===== src/rtl/ram_loader_pkg.sv =====
// ram_loader_pkg
// Shared definitions for the program-mode loader and its neighbours.
// Holds the state encoding used by the loader FSM and the default
// address/data widths. The RAM and address-mux wrappers use the same
// widths so that all three agree on a single source.
// No ports (package).
package ram_loader_pkg;

    // Default geometry shared with the RAM and mux wrappers.
    localparam int DEFAULT_ADDR_W       = 4;
    localparam int DEFAULT_DATA_W       = 8;
    localparam int DEFAULT_WRITE_CYCLES = 2;

    // State encoding of the loader sequencer.
    localparam int          STATE_W  = 3;
    localparam logic [2:0]  ST_IDLE  = 3'd0;
    localparam logic [2:0]  ST_WAIT  = 3'd1;
    localparam logic [2:0]  ST_SETUP = 3'd2;
    localparam logic [2:0]  ST_WRITE = 3'd3;
    localparam logic [2:0]  ST_HOLD  = 3'd4;
    localparam logic [2:0]  ST_DONE  = 3'd5;

    typedef enum logic [STATE_W-1:0] {
        S_IDLE  = ST_IDLE,
        S_WAIT  = ST_WAIT,
        S_SETUP = ST_SETUP,
        S_WRITE = ST_WRITE,
        S_HOLD  = ST_HOLD,
        S_DONE  = ST_DONE
    } state_e;

endpackage


===== src/rtl/ram_loader_write_timer.sv =====
// loader_write_timer
// Measures the length of the WRITE phase of a loader frame.
// A one-cycle 'start' pulse, given in the cycle before WRITE begins,
// loads the counter; 'expired' is high during the last WRITE cycle,
// telling the FSM to move on to HOLD at the following edge.
// Ports:
//   clk      in   system clock, rising edge
//   rst_n    in   asynchronous active-low reset
//   start    in   load the counter for a new WRITE phase
//   expired  out  current cycle is the last WRITE cycle
module loader_write_timer
    import ram_loader_pkg::*;
#(
    parameter int WRITE_CYCLES = DEFAULT_WRITE_CYCLES
) (
    input  logic clk,
    input  logic rst_n,
    input  logic start,
    output logic expired
);

    localparam int CNT_W = (WRITE_CYCLES > 1) ? $clog2(WRITE_CYCLES) : 1;
    localparam logic [CNT_W-1:0] LOAD_VAL = CNT_W'(WRITE_CYCLES - 1);

    logic [CNT_W-1:0] cnt_q;
    logic [CNT_W-1:0] cnt_d;

    // The counter holds the number of WRITE cycles still to follow the
    // current one, so it reads zero in the final WRITE cycle and rests
    // at zero while no frame is running.
    always_comb begin
        cnt_d = cnt_q;
        if (start) begin
            cnt_d = LOAD_VAL;
        end else if (cnt_q != '0) begin
            cnt_d = cnt_q - CNT_W'(1);
        end
    end

    // Counter register.
    always_ff @(posedge clk or negedge rst_n) begin
        if (!rst_n) begin
            cnt_q <= '0;
        end else begin
            cnt_q <= cnt_d;
        end
    end

    assign expired = (cnt_q == '0);

endmodule


===== src/rtl/ram_loader.sv =====
// ram_loader
// Program-mode sequencer in front of the RAM address multiplexer.
// While prog_en is high it takes bytes over a valid/ready handshake and
// writes each one to an auto-incrementing address using a
// SETUP / WRITE / HOLD framed strobe. Outside program mode it releases
// the mux so the memory address register drives RAM again.
// Ports:
//   clk         in   system clock, rising edge
//   rst_n       in   asynchronous active-low reset
//   prog_en     in   level, requests program mode
//   data_in     in   byte to store
//   data_valid  in   data_in is valid
//   data_ready  out  a byte can be accepted this cycle
//   prog_addr   out  address for the mux program input
//   mux_sel     out  mux select, 1 = program address
//   wr_data     out  registered byte presented to RAM
//   wr_en       out  RAM write strobe
//   busy        out  a write frame is in progress
//   done        out  every location has been written
module ram_loader
    import ram_loader_pkg::*;
#(
    parameter int ADDR_W       = DEFAULT_ADDR_W,
    parameter int DATA_W       = DEFAULT_DATA_W,
    parameter int WRITE_CYCLES = DEFAULT_WRITE_CYCLES
) (
    input  logic              clk,
    input  logic              rst_n,
    input  logic              prog_en,
    input  logic [DATA_W-1:0] data_in,
    input  logic              data_valid,
    output logic              data_ready,
    output logic [ADDR_W-1:0] prog_addr,
    output logic              mux_sel,
    output logic [DATA_W-1:0] wr_data,
    output logic              wr_en,
    output logic              busy,
    output logic              done
);

    localparam logic [ADDR_W-1:0] ADDR_LAST = '1;

    state_e            state_q,   state_d;
    logic [ADDR_W-1:0] prog_addr_q, prog_addr_d;
    logic [DATA_W-1:0] wr_data_q, wr_data_d;
    logic              abort_q,   abort_d;
    logic              timer_start;
    logic              timer_expired;

    loader_write_timer #(
        .WRITE_CYCLES(WRITE_CYCLES)
    ) u_write_timer (
        .clk     (clk),
        .rst_n   (rst_n),
        .start   (timer_start),
        .expired (timer_expired)
    );

    // The timer is armed during SETUP so that its count is valid from
    // the first WRITE cycle onward.
    assign timer_start = (state_q == S_SETUP);

    // Next-state logic. abort_q remembers that prog_en went low while
    // the strobe was already committed, so the frame still finishes but
    // ends in IDLE even if prog_en comes back before HOLD.
    always_comb begin
        state_d     = state_q;
        prog_addr_d = prog_addr_q;
        wr_data_d   = wr_data_q;
        abort_d     = abort_q;
        case (state_q)
            S_IDLE: begin
                abort_d = 1'b0;
                if (prog_en) begin
                    state_d     = S_WAIT;
                    prog_addr_d = '0;
                end
            end
            S_WAIT: begin
                if (!prog_en) begin
                    state_d = S_IDLE;
                end else if (data_valid) begin
                    wr_data_d = data_in;
                    abort_d   = 1'b0;
                    state_d   = S_SETUP;
                end
            end
            S_SETUP: begin
                if (!prog_en) begin
                    state_d = S_IDLE;
                end else begin
                    state_d = S_WRITE;
                end
            end
            S_WRITE: begin
                if (!prog_en) begin
                    abort_d = 1'b1;
                end
                if (timer_expired) begin
                    state_d = S_HOLD;
                end
            end
            S_HOLD: begin
                abort_d = 1'b0;
                if (prog_addr_q != ADDR_LAST) begin
                    prog_addr_d = prog_addr_q + ADDR_W'(1);
                end
                if (abort_q || !prog_en) begin
                    state_d = S_IDLE;
                end else if (prog_addr_q == ADDR_LAST) begin
                    state_d = S_DONE;
                end else begin
                    state_d = S_WAIT;
                end
            end
            S_DONE: begin
                if (!prog_en) begin
                    state_d = S_IDLE;
                end
            end
            default: begin
                state_d = S_IDLE;
            end
        endcase
    end

    // State, address, data and abort registers.
    always_ff @(posedge clk or negedge rst_n) begin
        if (!rst_n) begin
            state_q     <= S_IDLE;
            prog_addr_q <= '0;
            wr_data_q   <= '0;
            abort_q     <= 1'b0;
        end else begin
            state_q     <= state_d;
            prog_addr_q <= prog_addr_d;
            wr_data_q   <= wr_data_d;
            abort_q     <= abort_d;
        end
    end

    // Handshake and strobe outputs are decoded from the state register
    // alone, so a reset drops them without waiting for a clock edge.
    always_comb begin
        data_ready = (state_q == S_WAIT);
        mux_sel    = (state_q != S_IDLE);
        wr_en      = (state_q == S_WRITE);
        busy       = (state_q == S_SETUP) || (state_q == S_WRITE) ||
                     (state_q == S_HOLD);
        done       = (state_q == S_DONE);
    end

    assign prog_addr = prog_addr_q;
    assign wr_data   = wr_data_q;

endmodule


===== config.mk =====
export PLATFORM = sky130hd
export DESIGN_NAME = ram_loader
export DESIGN_NICKNAME = d
export VERILOG_FILES = /design/src/rtl/ram_loader_pkg.sv /design/src/rtl/ram_loader_write_timer.sv /design/src/rtl/ram_loader.sv
export SDC_FILE = /design/constraint.sdc
export NUM_CORES = 1
export LEC_CHECK = 0
export CAP_MARGIN = 20
export CORE_AREA = 2 2 51 53
export DETAILED_ROUTE_END_ITERATION = 7
export DIE_AREA = 0 0 53 55
export HOLD_SLACK_MARGIN = 0.15
export PLACE_DENSITY_LB_ADDON = 0.1
export SYNTH_ARGS = -nofsm -noshare
export SYNTH_HDL_FRONTEND = slang
export SYNTH_HIERARCHICAL = 1
export SYNTH_SLANG_ARGS = --single-unit
export TNS_END_PERCENT = 1

===== constraint.sdc =====
create_clock -name clk -period 1.4 [get_ports clk]
set_input_delay 0.42 -clock clk [delete_from_list [all_inputs] [get_ports clk]]
set_output_delay 0.42 -clock clk [all_outputs]
set_load 0.02 [all_outputs]

### After elaboration in Yosys (flattened, before gate mapping)

Index checks and enable logic that the tools add are counted.
Widths: inputs -> output; s select.

| operators by class | value |
|---|---|
| add/subtract/negate cells | 2 |
| equal/unequal tests | 15 |
| multiplexer cells | 18 |
| reduce and logical (&&, ||, !) cells | 13 |

Operators with widths:

| cell | number |
|---|---|
| $mux 3 | 7 |
| $pmux 3 s6 | 1 |
| $ne 2x2->1 const B | 7 |
| $mux 4 | 2 |
| $pmux 4 s2 | 1 |
| $reduce_and 4->1 | 2 |
| $eq 3x2->1 const B | 2 |
| $eq 3x3->1 const B | 2 |
| $reduce_and 3->1 | 2 |
| $reduce_bool 3->1 | 2 |
| $mux 1 | 5 |
| $add 4x1->4 const B | 1 |
| $eq 4x4->1 const B | 1 |
| $ne 4x4->1 const B | 1 |
| $eq 3x1->1 const B | 1 |
| $logic_not 3->1 | 1 |
| $logic_or 1x1->1 | 3 |
| $ne 3x3->1 const B | 1 |
| $pmux 1 s3 | 1 |
| $mux 2 | 1 |
| $reduce_bool 2->1 | 1 |
| $reduce_or 2->1 | 1 |
| $logic_not 1->1 | 1 |
| $sub 1x1->1 const B | 1 |

| word-level totals | value |
|---|---|
| bits in registers | 17 |

### Depth between registers and ports, before layout

Gate-level depths: netlist of run 1.

| logic depth | value |
|---|---|
| word-level depth | 4 |
| gate-level depth with buffers | 4 |
| gate-level depth less buffers | 4 |

### By module

Netlist of run 1, hierarchy kept.

Modules (own cells, without submodules):

| module | times used | cells each | area each (um^2) |
|---|---|---|---|
| ram_loader | 1 | 76 | 885.8 |
| loader_write_timer | 1 | 2 | 28.8 |

### Least setup slack after synthesis of run 1

Ideal clock, no wire load.

| timing | value |
|---|---|
| path kind | reg2reg |
| from | register state_q[2] |
| to | register wr_data_q[0] (netlist: wr_data[0]) |
| library setup time | 125 ps |
| arrival | 1451 ps |
| slack | -176 ps |
| cell stages (with the launch flop) | 5 |
| path buffers | 1 |
| clock period less this slack | 1576 ps |
| cell sequence | dfrtp_1 > nor3b_2 > and3_1 > buf_6 > mux2_4 |

| between the ends | value |
|---|---|
| word-level cells in the longest chain between the ends | 2 |

Ends and longest elaborated chain:

| what | line | text |
|---|---|---|
| start: declaration | ram_loader.sv:43 | `state_e state_q, state_d;` |
| start signal: assignment | ram_loader.sv:135 | `state_q <= state_d;` |
| $eq 3x1->1 | n/a |  |
| net data_ready | ram_loader.sv:32 | `output logic data_ready,` |
| $reduce_and 3->1 (no source line) | n/a |  |
| end signal: assignment | ram_loader.sv:137 | `wr_data_q <= wr_data_d;` |
| end: declaration | ram_loader.sv:45 | `logic [DATA_W-1:0] wr_data_q, wr_data_d;` |

The timed path passes the listed nets, and every way through them passes these cells.
A chain may end at the register's enable or synchronous reset.

### Worst setup path after layout of run 1

| timing | value |
|---|---|
| from | register state_q[0] |
| to | output port mux_sel |

| between the ends | value |
|---|---|
| word-level cells in the longest chain between the ends | 1 |

Ends and longest elaborated chain:

| what | line | text |
|---|---|---|
| $reduce_bool 3->1 | ram_loader.sv:146 | `mux_sel = (state_q != S_IDLE);` |
| end: declaration | ram_loader.sv:34 | `output logic mux_sel,` |

Every way passes these cells.

==> run metrics, run 1 <==
crit path max fanout 4; IO buf count 28; Arrival @ worst endpoint 1300 ps; DRT Pass-1 Iters 4; clock root buffer clkbuf_4; Post-synth EDFFs 0; skew final 4.03 ps; RePlAce Congestion 0.805; Die H 55 um; final hold slack 457 ps; ys flop type dfrtp_1; Die X 53 um; most numerous cell in the Yosys netlist dfrtp_1; Slew Viols, Final 0; pin count of the biggest net entering global routing 18; Hold Vio Cnt, Final 0; FF+latch count, synth 17; Fmax achieved 0.582 GHz; number of global-route vias before repair 702; Clock Path Buffers 2; failing checks setup timing; vias per cell 4.79; critical path cell sequence buf_6 -> or3_4 -> buf_6; H-tree depth 1; syn nets 91; Skew-Pair Late Insertion Delay 280 ps; Slew Limit Headroom 85.3%; period utilization 123%; Area Overhead vs Synth 50.8%; post-DP HPWL 1580 um; Yosys top cell by area dfrtp_1; die area 2920 um2; initial antenna violation count 0; clock sinks 17; Post-Synthesis Cell Area 915 um2; Syn Area/Cell 11.7 um2; Post-Syn Instances 78; fillers 211; CP peak stage delay 400 ps; initial DRC count 13; maxcap violations 0; Critical Path RT 980 ps; worst vdd ir 0.815 mV; Hold Crit Class in -> async; Synth top cells by count dfrtp_1, mux2_4, nand2_1; Antenna diodes 0; antenna-violating nets left 0; Yosys cell types 33; routed vias 752; fraction of registers with async set/reset 100%; Routed wire per std cell 13.0 um; Yosys top cell area share 46.5%; CP Launch Type flop; Global Route Usage Sum 14.5%; Initial Util 38.7%; CP Capture Type primary output; worst slew pin tran 220 ps; I/O pins 29; R2R setup slack -160 ps; P per Cell Area 1200 nW/um2; Site Rows 18; sequential area share after synthesis a little under half; leak pwr 0.671 nW; CORE AREA 2360 um2; yosys warns 6; Final min period 1720 ps; setup violators final 17; post-layout util 58.3%; fin nets 141; Final WS setup -320 ps; synth top area cells dfrtp_1, mux2_4, nand2_1, nor3b_2, buf_6; RSZ-0062 raised after global routing yes; GR Overflow Total 0; DR DRC count 0; outcome finished with violations; CTS tree built; CP max stage cell dfrtp_1; first-pass GRT wire length 3000 um; critical path's most frequent cell buf_6; cts bufs inserted 3; CTS hold repair buffers 0; Reg clk slew, reported paths 100 ps; routed wire length 2040 um; fraction of layout cells with a size suffix above 1 49.6%; Crit Path Class reg -> out
where the power goes:
part           leakage [nW]  internal (mW)  switching (mW)
sequential            0.218          0.605          0.0662
combinational         0.438          0.383           0.351
clock                0.0150          0.110           0.143
flip-flops by register name, indices dropped and copies added, names as in the netlist:
signal,cells
u_write_timer/cnt_q,1
abort_q,1
prog_addr,4
state_q,3
wr_data,8
worst max-delay path: cells and delay by family, from the launching register on:
family                 cells  cell delay (ps)
AND/OR/NAND/NOR            1              360
flip-flops                 1              400
buffers and inverters      2              270
layout make-up:
class                           instances  area (um2)  share of cell area, %
Clock buffer                            4        26.3                   1.91
Inverter                                4        15.0                   1.09
Multi-Input combinational cell         53         478                   34.7
Sequential cell                        17         425                   30.9
Tap cell                               30        37.5                   2.72
Timing Repair Buffer                   49         397                   28.8
per-layer routing:
layer | global-route usage (%) | routed length, um | part of all wire (%) | up-vias
met5 | 0 | 0 | 0 | -
met4 | 2.56 | 0 | 0 | 0
met3 | 4.57 | 117 | 5.7 | 0
met2 | 25.6 | 988 | 48 | 22
met1 | 17.4 | 932 | 46 | 353
li1 | - | - | - | 377
layout by cell type, fill, tap and decap left out, types with 5 or more instances in the layout:
cell             instances
nand2_1                  6
mux2_4                   8
buf_6                    5
dfrtp_1                 17
clkdlybuf4s50_1         10
buf_4                   19
clkbuf_2                10
cells by family (layout without fill, tap and decap cells):
kind of cell	count (synthesis)	count (layout)	share of synthesized area, %
fa+ha+maj	1	1	1.37
simple gates	27	27	19.3
mux	10	10	15.3
buf+inv	8	57	5.47
flops	17	17	46.5
xor+xnor	1	1	0.958
compound gates	14	14	11.1
repair_timing:
item / 4_1_cts / 5_1_grt
gates resized for setup: 59 / 14
setup buffers: 1 / 1
endpoints found under the setup margin: 31 / 31
pin swaps: 7 / 2
metrics by stage:
stage / setup slack, ps / TNS, ps / instances / total power [mW] / area (um2)
global placement: -451 / -6880 / 151 / 1.48 / 1370
CTS: -340 / -3200 / 156 / 1.72 / 1420
floorplan: -144 / -1160 / 78 / 1.11 / 930
global route: -369 / -3910 / 157 / 1.76 / 1380
finish: -320 / -2950 / 157 / 1.66 / 1380
detailed placement: -475 / -6850 / 151 / 1.50 / 1370
worst paths after layout:
kind / startpoint / endpoint / depth (start not counted)
setup / recovery: state_q[0] / mux_sel / 3
hold / removal: rst_n / wr_data[3] / 2
setup reg to reg: state_q[1] / wr_data[4] / 5
hold reg to reg: wr_data[2] / wr_data[2] / 1
max in group asynchronous: rst_n / wr_data[7] / 2
min in group clk: wr_data[2] / wr_data[2] / 1
No activity file was read; power rests on OpenSTA's default activity.
==> run 2: changes to the inputs <==
--- a/config.mk
+++ b/config.mk
@@ -6,9 +6,10 @@
 export NUM_CORES = 1
 export LEC_CHECK = 0
 export CAP_MARGIN = 20
-export CORE_AREA = 2 2 51 53
+export CORE_AREA = 2 2 50 52
+export CTS_BUF_LIST = sky130_fd_sc_hd__clkbuf_8
 export DETAILED_ROUTE_END_ITERATION = 7
-export DIE_AREA = 0 0 53 55
+export DIE_AREA = 0 0 52 54
 export HOLD_SLACK_MARGIN = 0.15
 export PLACE_DENSITY_LB_ADDON = 0.1
 export SYNTH_ARGS = -nofsm -noshare
==> run 2 against run 1 <==
The flow still finishes with violations (setup timing). Critical endpoint unchanged. Cell area increased by 4.6%. Sequential cell count stayed put. Maximum frequency increased by 0.69%. Critical path depth unchanged. Sequential share of layout area shrank 1.4 points. Register-to-register slack hardly changed. Die area down 3.7%.
==> run metrics, run 2 (same netlist as run 1, synthesis figures left out) <==
outcome finished with violations; failing checks setup timing; CTS hold repair buffers 0; Initial Util around 39%; routed vias 757; number of global-route vias before repair roughly 700; sw frac between 30% and 40%; Hold Vio Cnt, Final 0; register area 425 um2; Arrival @ worst endpoint 1290 ps; WP buf/inv 2; H-tree depth 1; CORE AREA roughly 2300 um2; leak pwr 0.685 nW; most common cell after layout, fill and taps aside dfrtp_1; Site Rows 18; Die X 52 um; Antenna diodes 0; initial antenna violation count 0; Area Overhead vs Synth 57.7%; Die H around 54 um; worst vdd ir 0.785 mV; DR DRC count 0; register share of total power 37.3%; RePlAce Congestion 0.799; I/O pins 29; most frequent cells in the layout dfrtp_1, buf_4, dlygate4sd2_1; first-pass GRT wire length 3050 um; placed cell areas 1350 um2; Comb pwr share 43.2%; fin area 1440 um2; fillers around 200; critical path cell sequence buf_6 -> or3_4 -> buf_6; post-layout util 62.2%; worst slew pin tran 256 ps; setup violators final 17; CP max stage cell dfrtp_1; skew final just under 5 ps; routed wire length approximately 1900 um; P_int between 1 and 1.5 mW; antenna-violating nets left 0; Critical Path RT 980 ps; clock share of power 19.5%; vias per cell 4.92; final setup TNS -2550 ps; Reg clk slew, reported paths 70 ps; IO buf count 28; Fmax achieved 0.586 GHz; Crit Path Class reg -> out; die area around 2800 um2; CTS tree built; Skew-Pair Late Insertion Delay 240 ps; max reg flops 8; DRT Pass-1 Iters 4; Worst path top cell family by delay flip-flops; CP peak stage delay 390 ps; Clock Path Buffers 2; GR Overflow Total 0; area occupied by multi-input gates 483 um2; period utilization 122%; Global Route Usage Sum 14.7%; cts bufs inserted 3; pin count of the biggest net entering global routing 18; Slew Limit Headroom 82.9%; CP Launch Type flop; Routed wire per std cell about 12 um; critical path's most frequent cell buf_6; fin nets 138; maxcap violations 0; Final min period 1710 ps; overall power consumption approximately 1.8 mW; Slew Viols, Final 0; clock sinks 17; RSZ-0062 raised after global routing yes; sw power 0.572 mW; Final WS setup -308 ps; crit path max fanout 9; CP Capture Type primary output; fraction of layout cells with a size suffix above 1 41.9%; initial DRC count 5; Hold Crit Class in -> async; clock root buffer clkbuf_8; P per Cell Area about 1200 nW/um2; post-DP HPWL between 1000 and 1500 um
==> run 2: cell count changes in the layout (fill, tap and decap cells not counted), moves of 2 or more <==
| cell | previous run | this run |
|---|---|---|
| buf_4 | 19 | 15 |
| dlygate4sd2_1 | 0 | 11 |
| clkbuf_4 | 3 | 0 |
| buf_2 | 3 | 1 |
| clkbuf_2 | 10 | 0 |
| clkbuf_8 | 0 | 3 |
==> run 2: layout make-up <==
class                           count  share of cell area (%)
Clock buffer                        3                    2.86
Timing Repair Buffer               46                    29.9
Sequential cell                    17                    29.5
Multi-Input combinational cell     53                    33.5
Clock inverter                      1                   0.260
Inverter                            4                    1.39
Tap cell                           30                    2.60
==> run 2: timing repair <==
action	CTS	global route
gates resized for setup	50	8
cloned	0	0
pin swaps	8	2
hold endpoints to repair	0	0
endpoints found under the setup margin	31	19
buffers inserted	1	2
==> run 2: worst paths after layout <==
check	end	cells after the start	slack [ps]	startpoint
max	mux_sel	3	-310	state_q[1]
min	prog_addr[1]	2	490	rst_n
max reg2reg	wr_data[2]	6	-160	state_q[0]
min reg2reg	wr_data[3]	1	500	wr_data[3]
max in group asynchronous	wr_data[4]	2	720	rst_n
min in group clk	wr_data[3]	1	500	wr_data[3]
==> run 2: worst reg2reg max path, stage by stage, from the launching register on <==
cell and delay [ps]:
dfrtp_1 370, buf_6 130, buf_4 100, nor3b_4 200
and3_4 220, buf_12 130, mux2_4 310
==> run 2: power by group through the flow <==
stage / clock network (mW) / registers, mW / logic [mW]
final: 0.348 / 0.668 / 0.773
after global routing: 0.377 / 0.686 / 0.822
after CTS: 0.364 / 0.671 / 0.765
after detailed placement: 0 / 0.683 / 0.806
after global placement: 0 / 0.673 / 0.799
after floorplan: 0 / 0.811 / 0.297
==> run 2: stage by stage <==
step / instances / hold slack [ps] / setup WS [ps]
floorplan: 78 / 124 / -144
global placement: 147 / 492 / -472
detailed placement: 147 / 496 / -484
CTS: 152 / 500 / -322
global route: 154 / 529 / -346
finish: 154 / 492 / -308
==> run 2: layer usage <==
layer / wire length, um / track usage, % / vias up
met5: 0 / 0 / -
met3: 124 / 1.94 / 2
met4: 19 / 6.58 / 0
met2: 896 / 25.1 / 22
met1: 883 / 18.6 / 356
li1: - / - / 377
==> run 3: changes to the inputs <==
--- a/config.mk
+++ b/config.mk
@@ -12,6 +12,7 @@
 export DIE_AREA = 0 0 52 54
 export HOLD_SLACK_MARGIN = 0.15
 export PLACE_DENSITY_LB_ADDON = 0.1
+export SLEW_MARGIN = 20
 export SYNTH_ARGS = -nofsm -noshare
 export SYNTH_HDL_FRONTEND = slang
 export SYNTH_HIERARCHICAL = 1
==> results of run 3 <==
Final layout, timing and power as in run 2 (identical DEF).
